$ cat src/rtl/rv32i_mem_arbiter.sv
// Single-outstanding arbiter sharing one memory port between instruction fetch and data access.
// Define RV32I_ARB_PERF_EN to add fetch/data grant and conflict counters.
module rv32i_mem_arbiter #(
  parameter int unsigned ADDR_W     = 32,
  parameter int unsigned DATA_W     = 32,
  parameter int unsigned STARVE_MAX = 4
) (
  input  logic                clk_i,
  input  logic                reset_i,
  input  logic                imem_req_i,
  input  logic [ADDR_W-1:0]   imem_add_i,
  output logic [DATA_W-1:0]   imem_data_o,
  output logic                imem_valid_o,
  input  logic                dmem_re_i,
  input  logic                dmem_we_i,
  input  logic [ADDR_W-1:0]   dmem_add_i,
  input  logic [DATA_W-1:0]   dmem_di_i,
  input  logic [DATA_W/8-1:0] dmem_ble_i,
  output logic [DATA_W-1:0]   dmem_do_o,
  output logic                dmem_ready_o,
  output logic                mem_req_o,
  output logic                mem_we_o,
  output logic [ADDR_W-1:0]   mem_add_o,
  output logic [DATA_W-1:0]   mem_wdata_o,
  output logic [DATA_W/8-1:0] mem_ble_o,
  input  logic                mem_gnt_i,
  input  logic                mem_rvalid_i,
  input  logic [DATA_W-1:0]   mem_rdata_i
`ifdef RV32I_ARB_PERF_EN
  ,
  output logic [31:0]         perf_igrant_o,
  output logic [31:0]         perf_dgrant_o,
  output logic [31:0]         perf_conflict_o
`endif
);

  localparam int unsigned BLE_W = DATA_W / 8;

  localparam logic [1:0] ST_IDLE = 2'd0;
  localparam logic [1:0] ST_REQ  = 2'd1;
  localparam logic [1:0] ST_WAIT = 2'd2;

  localparam logic OWN_I = 1'b0;
  localparam logic OWN_D = 1'b1;

  localparam logic [3:0] STARVE_LIM = 4'(STARVE_MAX);

  logic [1:0]        state_q, state_d;
  logic              owner_q, owner_d;
  logic [3:0]        starve_cnt_q, starve_cnt_d;
  logic [ADDR_W-1:0] addr_q, addr_d;
  logic              we_q, we_d;
  logic [DATA_W-1:0] wdata_q, wdata_d;
  logic [BLE_W-1:0]  ble_q, ble_d;
  logic [DATA_W-1:0] imem_data_q, imem_data_d;
  logic [DATA_W-1:0] dmem_do_q, dmem_do_d;
  logic              imem_valid_q, imem_valid_d;
  logic              dmem_ready_q, dmem_ready_d;

  logic dreq;
  logic fetch_win;
  logic igrant;
  logic dgrant;

  // A read+write request is treated as a write, so any data request counts here.
  assign dreq      = dmem_re_i | dmem_we_i;
  assign fetch_win = imem_req_i & (~dreq | (starve_cnt_q == STARVE_LIM));
  assign igrant    = (state_q == ST_IDLE) & fetch_win;
  assign dgrant    = (state_q == ST_IDLE) & dreq & ~fetch_win;

  always_comb begin
    state_d      = state_q;
    owner_d      = owner_q;
    starve_cnt_d = starve_cnt_q;
    addr_d       = addr_q;
    we_d         = we_q;
    wdata_d      = wdata_q;
    ble_d        = ble_q;
    imem_data_d  = imem_data_q;
    dmem_do_d    = dmem_do_q;
    imem_valid_d = 1'b0;
    dmem_ready_d = 1'b0;

    case (state_q)
      ST_IDLE: begin
        if (!imem_req_i || igrant) begin
          starve_cnt_d = '0;
        end else if (dgrant && (starve_cnt_q != STARVE_LIM)) begin
          starve_cnt_d = starve_cnt_q + 4'd1;
        end

        if (igrant) begin
          owner_d = OWN_I;
          addr_d  = imem_add_i;
          we_d    = 1'b0;
          wdata_d = '0;
          ble_d   = '1;
          state_d = ST_REQ;
        end else if (dgrant) begin
          owner_d = OWN_D;
          addr_d  = dmem_add_i;
          we_d    = dmem_we_i;
          wdata_d = dmem_di_i;
          ble_d   = dmem_ble_i;
          state_d = ST_REQ;
        end
      end

      ST_REQ: begin
        if (mem_gnt_i) begin
          if (we_q) begin
            dmem_ready_d = 1'b1;
            state_d      = ST_IDLE;
          end else begin
            state_d = ST_WAIT;
          end
        end
      end

      ST_WAIT: begin
        if (mem_rvalid_i) begin
          if (owner_q == OWN_I) begin
            imem_data_d  = mem_rdata_i;
            imem_valid_d = 1'b1;
          end else begin
            dmem_do_d    = mem_rdata_i;
            dmem_ready_d = 1'b1;
          end
          state_d = ST_IDLE;
        end
      end

      default: state_d = ST_IDLE;
    endcase
  end

  always_ff @(posedge clk_i or posedge reset_i) begin
    if (reset_i) begin
      state_q      <= ST_IDLE;
      owner_q      <= OWN_I;
      starve_cnt_q <= '0;
      addr_q       <= '0;
      we_q         <= 1'b0;
      wdata_q      <= '0;
      ble_q        <= '0;
      imem_data_q  <= '0;
      dmem_do_q    <= '0;
      imem_valid_q <= 1'b0;
      dmem_ready_q <= 1'b0;
    end else begin
      state_q      <= state_d;
      owner_q      <= owner_d;
      starve_cnt_q <= starve_cnt_d;
      addr_q       <= addr_d;
      we_q         <= we_d;
      wdata_q      <= wdata_d;
      ble_q        <= ble_d;
      imem_data_q  <= imem_data_d;
      dmem_do_q    <= dmem_do_d;
      imem_valid_q <= imem_valid_d;
      dmem_ready_q <= dmem_ready_d;
    end
  end

  assign mem_req_o    = (state_q == ST_REQ);
  assign mem_we_o     = mem_req_o & we_q;
  assign mem_add_o    = addr_q;
  assign mem_wdata_o  = wdata_q;
  assign mem_ble_o    = ble_q;
  assign imem_data_o  = imem_data_q;
  assign imem_valid_o = imem_valid_q;
  assign dmem_do_o    = dmem_do_q;
  assign dmem_ready_o = dmem_ready_q;

`ifdef RV32I_ARB_PERF_EN
  logic [31:0] perf_igrant_q, perf_igrant_d;
  logic [31:0] perf_dgrant_q, perf_dgrant_d;
  logic [31:0] perf_conflict_q, perf_conflict_d;

  always_comb begin
    perf_igrant_d   = perf_igrant_q + {31'd0, igrant};
    perf_dgrant_d   = perf_dgrant_q + {31'd0, dgrant};
    perf_conflict_d = perf_conflict_q + {31'd0, (state_q == ST_IDLE) & imem_req_i & dreq};
  end

  always_ff @(posedge clk_i or posedge reset_i) begin
    if (reset_i) begin
      perf_igrant_q   <= '0;
      perf_dgrant_q   <= '0;
      perf_conflict_q <= '0;
    end else begin
      perf_igrant_q   <= perf_igrant_d;
      perf_dgrant_q   <= perf_dgrant_d;
      perf_conflict_q <= perf_conflict_d;
    end
  end

  assign perf_igrant_o   = perf_igrant_q;
  assign perf_dgrant_o   = perf_dgrant_q;
  assign perf_conflict_o = perf_conflict_q;
`endif

endmodule

$ cat config.mk
export PLATFORM = sky130hd
export DESIGN_NAME = rv32i_mem_arbiter
export DESIGN_NICKNAME = d
export VERILOG_FILES = /design/src/rtl/rv32i_mem_arbiter.sv
export SDC_FILE = /design/constraint.sdc
export NUM_CORES = 1
export LEC_CHECK = 0
export CAP_MARGIN = 20
export CORE_MARGIN = 1
export CORE_UTILIZATION = 39
export DETAILED_ROUTE_END_ITERATION = 10
export PLACE_DENSITY_LB_ADDON = 0.2
export SETUP_SLACK_MARGIN = 0.5
export SLEW_MARGIN = 20
export SYNTH_ARGS = -nofsm -noshare
export SYNTH_HDL_FRONTEND = slang
export SYNTH_SLANG_ARGS = --single-unit
$ cat constraint.sdc
create_clock -name clk_i -period 4.97 [get_ports clk_i]
set_clock_uncertainty 0.15 [all_clocks]
set_input_delay 0.994 -clock clk_i [delete_from_list [all_inputs] [get_ports clk_i]]
set_output_delay 0.994 -clock clk_i [all_outputs]
set_load 0.1 [all_outputs]
==> results of run 1 <==
sequential cells by signal, indices dropped and copies added (netlist names):
register and count:
mem_wdata_o 32, mem_add_o 32, dmem_ready_o 1, starve_cnt_q 4
state_q 2, owner_q 1, dmem_do_o 32, mem_ble_o 4
imem_valid_o 1, we_q 1, imem_data_o 32
worst max path at each step:
stage / slack, ps / cells past startpoint / startpoint / endpoint
finish: 1330 / 4 / state_q[1] / mem_we_o
global route: 1240 / 4 / state_q[1] / mem_we_o
CTS: 1300 / 4 / state_q[1] / mem_we_o
detailed placement: 1070 / 4 / dmem_we_i / mem_wdata_o[0]
global placement: 1310 / 4 / dmem_we_i / mem_wdata_o[7]
floorplan: 1640 / 3 / state_q[1] / mem_we_o
worst max-delay path: cells and delay by family, from the launching register on:
family	cells	cell delay, ps
DFF	1	380
and+or+nand+nor	1	160
adders and majority gates	1	230
buffers and inverters	2	1310
cells in the mapped netlist (3+ instances only):
master and count:
a21oi_1 21, a221oi_1 11, a311oi_1 21, buf_2 10, buf_6 5, clkbuf_1 33
dfrtp_1 142, ha_1 6, inv_1 11, mux2_2 64, mux2i_1 13, nand2_1 91
nand2b_1 5, nand3_1 3, nand3b_1 22, nor2_1 33, o21ai_0 45, o21ai_1 5
o21ai_2 5, o21bai_1 11, o22a_1 4, o22ai_1 13, or2_2 21
per-layer routing:
metal	up-vias	share of wire, %	track usage [%]
li1	2686	-	-
met1	2825	40	25.6
met2	228	51	37.8
met3	29	7.5	7.61
met4	0	1.8	7.98
met5	-	0	0
layout make-up:
type / count / area [um2] / share of cell area, %
Clock inverter: 14 / 205 / 2.02
Sequential cell: 142 / 3550 / 35.0
Clock buffer: 18 / 429 / 4.23
Timing Repair Buffer: 284 / 2840 / 27.9
Inverter: 11 / 45.0 / 0.444
Multi-Input combinational cell: 414 / 2810 / 27.7
Tap cell: 220 / 275 / 2.71
cells by family after synthesis:
group / count (synthesis)
simple gates: 187
fa+ha+maj: 6
compound gates: 144
buf+inv: 60
flops: 142
mux: 77
stage by stage:
step           setup slack [ps]  utilization (%)  hold WS, ps  instance area [um2]  std cells
6_report                   1330             61.2          328                10200       1103
5_1_grt                    1240             61.2          351                10200       1103
4_1_cts                    1300             61.2          333                10200       1103
3_5_place_dp               1070             57.4          319                 9520       1071
3_3_place_gp               1310             57.2          312                 9490       1069
2_1_floorplan              1640                -          305                 6620        616
==> summary.md, run 1 <==
| Metric | Value |
|---|---|
| Top Ports | 275 |
| Layout Nets | 1015 |
| Fin crit share | 73.2% |
| Post-synthesis net count | 761 |
| Sequence of cells on the critical path | inv_1 > ha_1 > and2_1 > clkdlybuf4s50_1 |
| R2R setup slack | 1740 ps |
| Hold-critical path endpoint | mem_wdata_o[5] |
| Most common flop cell mapped by yosys | dfrtp_1 |
| Worst Path Max Fanout | 4 |
| GRT Util Overall | 22.1% |
| Peak per-stage delay on the critical path | 1160 ps |
| Mapped Cells | 616 |
| CP Data Arrival Time | 2490 ps |
| Initial antenna violation count | 0 |
| Post-CTS Hold Fix Bufs | 0 |
| Crit path time final | 3640 ps |
| Setup Fix Bufs, Post-CTS | 0 |
| Initial DRC Count | 187 |
| Setup CP Type | reg -> out |
| Filler Cells Inserted | 1349 |
| Clock slew seen by the registers of the worst setup and hold paths | 60 ps |
| Worst endpoint required time | 3830 ps |
| Routed vias | 5768 |
| Simple-Gate Fraction of Synth Area | 13.5% |
| Count of state elements after synthesis | 142 |
| Initial DRT Pass Iterations | 4 |
| Post-CTS sizing | 0 |
| Reg2reg end | mem_wdata_o[0] |
| Num CTS Buffers | 17 |
| Area of the die | 0.0175 mm2 |
| Status | complete, no violations |
| Worst Max-Slew Pin Slew | 1030 ps |
| Commonest non-fill, non-tap cell in the layout | clkdlybuf4s50_1 |
| Die height | 132 um |
| Max_slew headroom | 31.1% |
| Seq/Total Area, Yosys | 53.7% |
| Port-buffer cells | 274 |
| Compound-Gate Fraction of Synth Area | 14.6% |
| Fmax | 0.275 GHz |
| Core Area | 0.0166 mm2 |
| Mux contribution to synthesized area | 12.9% |
| Total grt overflow | 0 |
| Global-route wire length before repair | 30.6 mm |
| Post-synth top area cell | dfrtp_1 |
| Htree depth | 4 |
| Layout cell share with drive strength beyond 1 | 15.5% |
| Antenna viol nets, final | 0 |
| Mapped cell area | 0.00662 mm2 |
| Number of global-route vias before repair | 5992 |
| Most frequent cells in the layout | clkdlybuf4s50_1 (273), dfrtp_1 (142), nand2_1 (91), mux2_2 (64), o21ai_0 (45) |
| Clock sinks | 142 |
| Largest net degree at the start of global routing | 143 |
| Post-synth top area share | 53.7% |
| # diodes | 0 |
| Synth async-reset ratio | 100% |
| Post-synthesis adder-cell area fraction | 1.13% |
| # DRC | 0 |
| Clk_lat worst skew | 400 ps |
| Routed wire length per instance | 17.2 um |
| HP Class | reg -> reg |
| Synth-to-Final Area Change | 53.5% |
| Avg Cell Area, Syn | 10.7 um2 |
| Root buffer cell | clkbuf_16 |
| R2r worst-path depth | 5 |
| Row cnt | 47 |
| Clock Tree Buf Depth | 2 |
| Largest family of logic cells by synthesized area | compound AO/OA/AOI/OAI gates |
| Setup violators final | 0 |
| Final hold vios | 0 |
| Routed vias/inst | 5.23 |
| XOR/XNOR Fraction of Synth Area | 0% |
| CTS tree | done |
| Hold Startpoint | mem_wdata_o[5] |
| Crit path capture type | output pin |
| Yosys synthesis warning count | 0 |
| RSZ-0062 raised after global routing | no |
| Worst path slowest cell | clkdlybuf4s50_1 |
| DP HPWL | 13.0 mm |
| Max-slew violations | 0 |
| Placer Congestion | 0.859 |
| Area contributors post-synth | dfrtp_1 (54%), mux2_2 (11%), nand2_1 (5.2%), o21ai_0 (3.4%), a311oi_1 (2.8%) |
| Yosys cell types | 41 |
| Setup TNS | 0 ps |
| Number of max-cap violations | 0 |
| Die X | 132 um |
| R2R Path Start | state_q[0] |
| Initial Util | 39.9% |
| Post-synth EDFFs | 0 |
| Drt total wl | 19.0 mm |
| Worst Hold Path Cells | 2 |
| Worst Setup Start Kind | register |
Power of run 1 is left out: the tool's default activity adds up to more than one toggle a clock period on the data nets, which glitch-free logic cannot reach.
==> run 2: changes to the inputs <==
==> constraint.sdc (replaced) <==
create_clock -name clk_i -period 3.1 [get_ports clk_i]
set_clock_uncertainty 0.15 [all_clocks]
set_input_delay 0.62 -clock clk_i [delete_from_list [all_inputs] [get_ports clk_i]]
set_output_delay 0.62 -clock clk_i [all_outputs]
set_load 0.1 [all_outputs]
==> run 2 against run 1 <==
Net effect: wire length grew 0.46%; hold slack lost 2.7 ps; core utilization shrank 1.7 points; critical path depth is the same; worst setup slack lost 590 ps; non-clock buffer count grew 11; register-to-register slack lost 970 ps; global-route usage grew 0.23 points; final cell count grew 1.0%; sequential cell count is the same; critical path type unchanged.
==> summary.md, run 2 (synthesized netlist as in run 1, its figures left out) <==
| Metric | Value |
|---|---|
| Status | complete, no violations |
| Num CTS Buffers | 17 |
| Routed vias | 5782 |
| CP Data Arrival Time | 1590 ps |
| GR Layer Usage met1 | 26.8% |
| Global-route met2 utilization | 37.4% |
| Routed vias/inst | 5.19 |
| Routed wire length per instance | 17.1 um |
| Setup CP Type | reg -> out |
| Synth-to-Final Area Change | 49.2% |
| Worst Hold Path Cells | 2 |
| HP Class | reg -> reg |
| Largest net degree at the start of global routing | 47 |
| Fmax | 0.423 GHz |
| Layout Nets | 1026 |
| Initial Util | 39.9% |
| Port-buffer cells | 274 |
| Setup TNS | 0 ps |
| Hold slack | 325 ps |
| Grt met3 use | 6.57% |
| Max_slew headroom | 49.8% |
| Top Ports | 275 |
| Row cnt | 47 |
| Worst Path Max Fanout | 4 |
| Setup violators final | 0 |
| Root buffer cell | clkbuf_16 |
| Clk_lat worst skew | 410 ps |
| Placer Congestion | 0.845 |
| DP HPWL | 13.5 mm |
| RSZ-0062 raised after global routing | no |
| GRT Util Overall | 22.3% |
| Number of global-route vias before repair | 6058 |
| Final Core Density | 59.5% |
| Max-slew violations | 0 |
| Clock Tree Buf Depth | 2 |
| Clock sinks | 142 |
| GR peak layer | met2 |
| Htree depth | 4 |
| Die X | 132 um |
| Initial DRT Pass Iterations | 4 |
| Layout cell share with drive strength beyond 1 | 32.0% |
| # diodes | 0 |
| Worst endpoint required time | 2330 ps |
| Worst Setup Start Kind | register |
| Final hold vios | 0 |
| CTS tree | done |
| Clock slew seen by the registers of the worst setup and hold paths | 60 ps |
| Total grt overflow | 0 |
| Setup Fix Bufs, Post-CTS | 0 |
| Area of the die | 0.0175 mm2 |
| Crit path capture type | output pin |
| Global-route wire length before repair | 30.8 mm |
| Drt total wl | 19.0 mm |
| Worst Max-Slew Pin Slew | 752 ps |
| Fin crit share | 76.2% |
| Initial DRC Count | 173 |
| R2r worst-path depth | 7 |
| Die height | 132 um |
| Commonest non-fill, non-tap cell in the layout | buf_4 |
| Number of max-cap violations | 0 |
| Antenna viol nets, final | 0 |
| Crit path time final | 2360 ps |
| Post-CTS Hold Fix Bufs | 0 |
| # DRC | 0 |
| Post-CTS sizing | 0 |
| Most frequent cells in the layout | buf_4 (154), dfrtp_1 (142), clkdlybuf4s50_1 (137), nand2_1 (91), mux2_2 (64) |
| Core Area | 0.0166 mm2 |
| Initial antenna violation count | 1 |
[run 2: cell count changes in the layout (fill, tap and decap cells not counted), sizes merged]
| cell | before | now |
|---|---|---|
| buf | 11 | 158 |
| bufinv | 4 | 3 |
| clkbuf | 18 | 19 |
| clkdlybuf4s50 | 273 | 137 |
| clkinv | 4 | 7 |
| inv | 15 | 12 |
[run 2: critical path, cell delays in order (launching register included)]
cell	delay, ps
dfrtp_1	390
inv_1	120
ha_2	220
and2_2	150
buf_4	290
[run 2: worst paths after layout]
| path | startpoint | to | slack, ps |
|---|---|---|---|
| worst min-delay path | mem_wdata_o[24] | mem_wdata_o[24] | 330 |
| worst min register to register | mem_wdata_o[24] | mem_wdata_o[24] | 330 |
| max in group asynchronous | reset_i | dmem_do_o[12] | 1560 |
| worst max-delay path | state_q[1] | mem_we_o | 740 |
| worst max register to register | state_q[0] | mem_ble_o[3] | 770 |
| min in group asynchronous | reset_i | dmem_do_o[11] | 530 |
[run 2: metal layers]
layer	up-vias	wire, um
met5	-	13
met4	2	430
met3	35	1420
met2	217	9510
met1	2816	7680
li1	2712	-
[run 2: area by class of cell]
cell class / instances / area [um2]
Fill cell: 1385 / 6710
Sequential cell: 142 / 3550
Multi-Input combinational cell: 414 / 2810
Timing Repair Buffer: 295 / 2590
Clock buffer: 19 / 433
Tap cell: 220 / 275
Clock inverter: 13 / 165
Inverter: 11 / 45.0
[run 2: per-stage QoR]
step,setup slack [ps],cells,cell area [um2]
CTS,707,1114,9870
global route,593,1114,9870
finish,738,1114,9870
floorplan,553,616,6620
detailed placement,572,1082,9270
global placement,635,1082,9270
Power of run 2 is left out for the same reason.
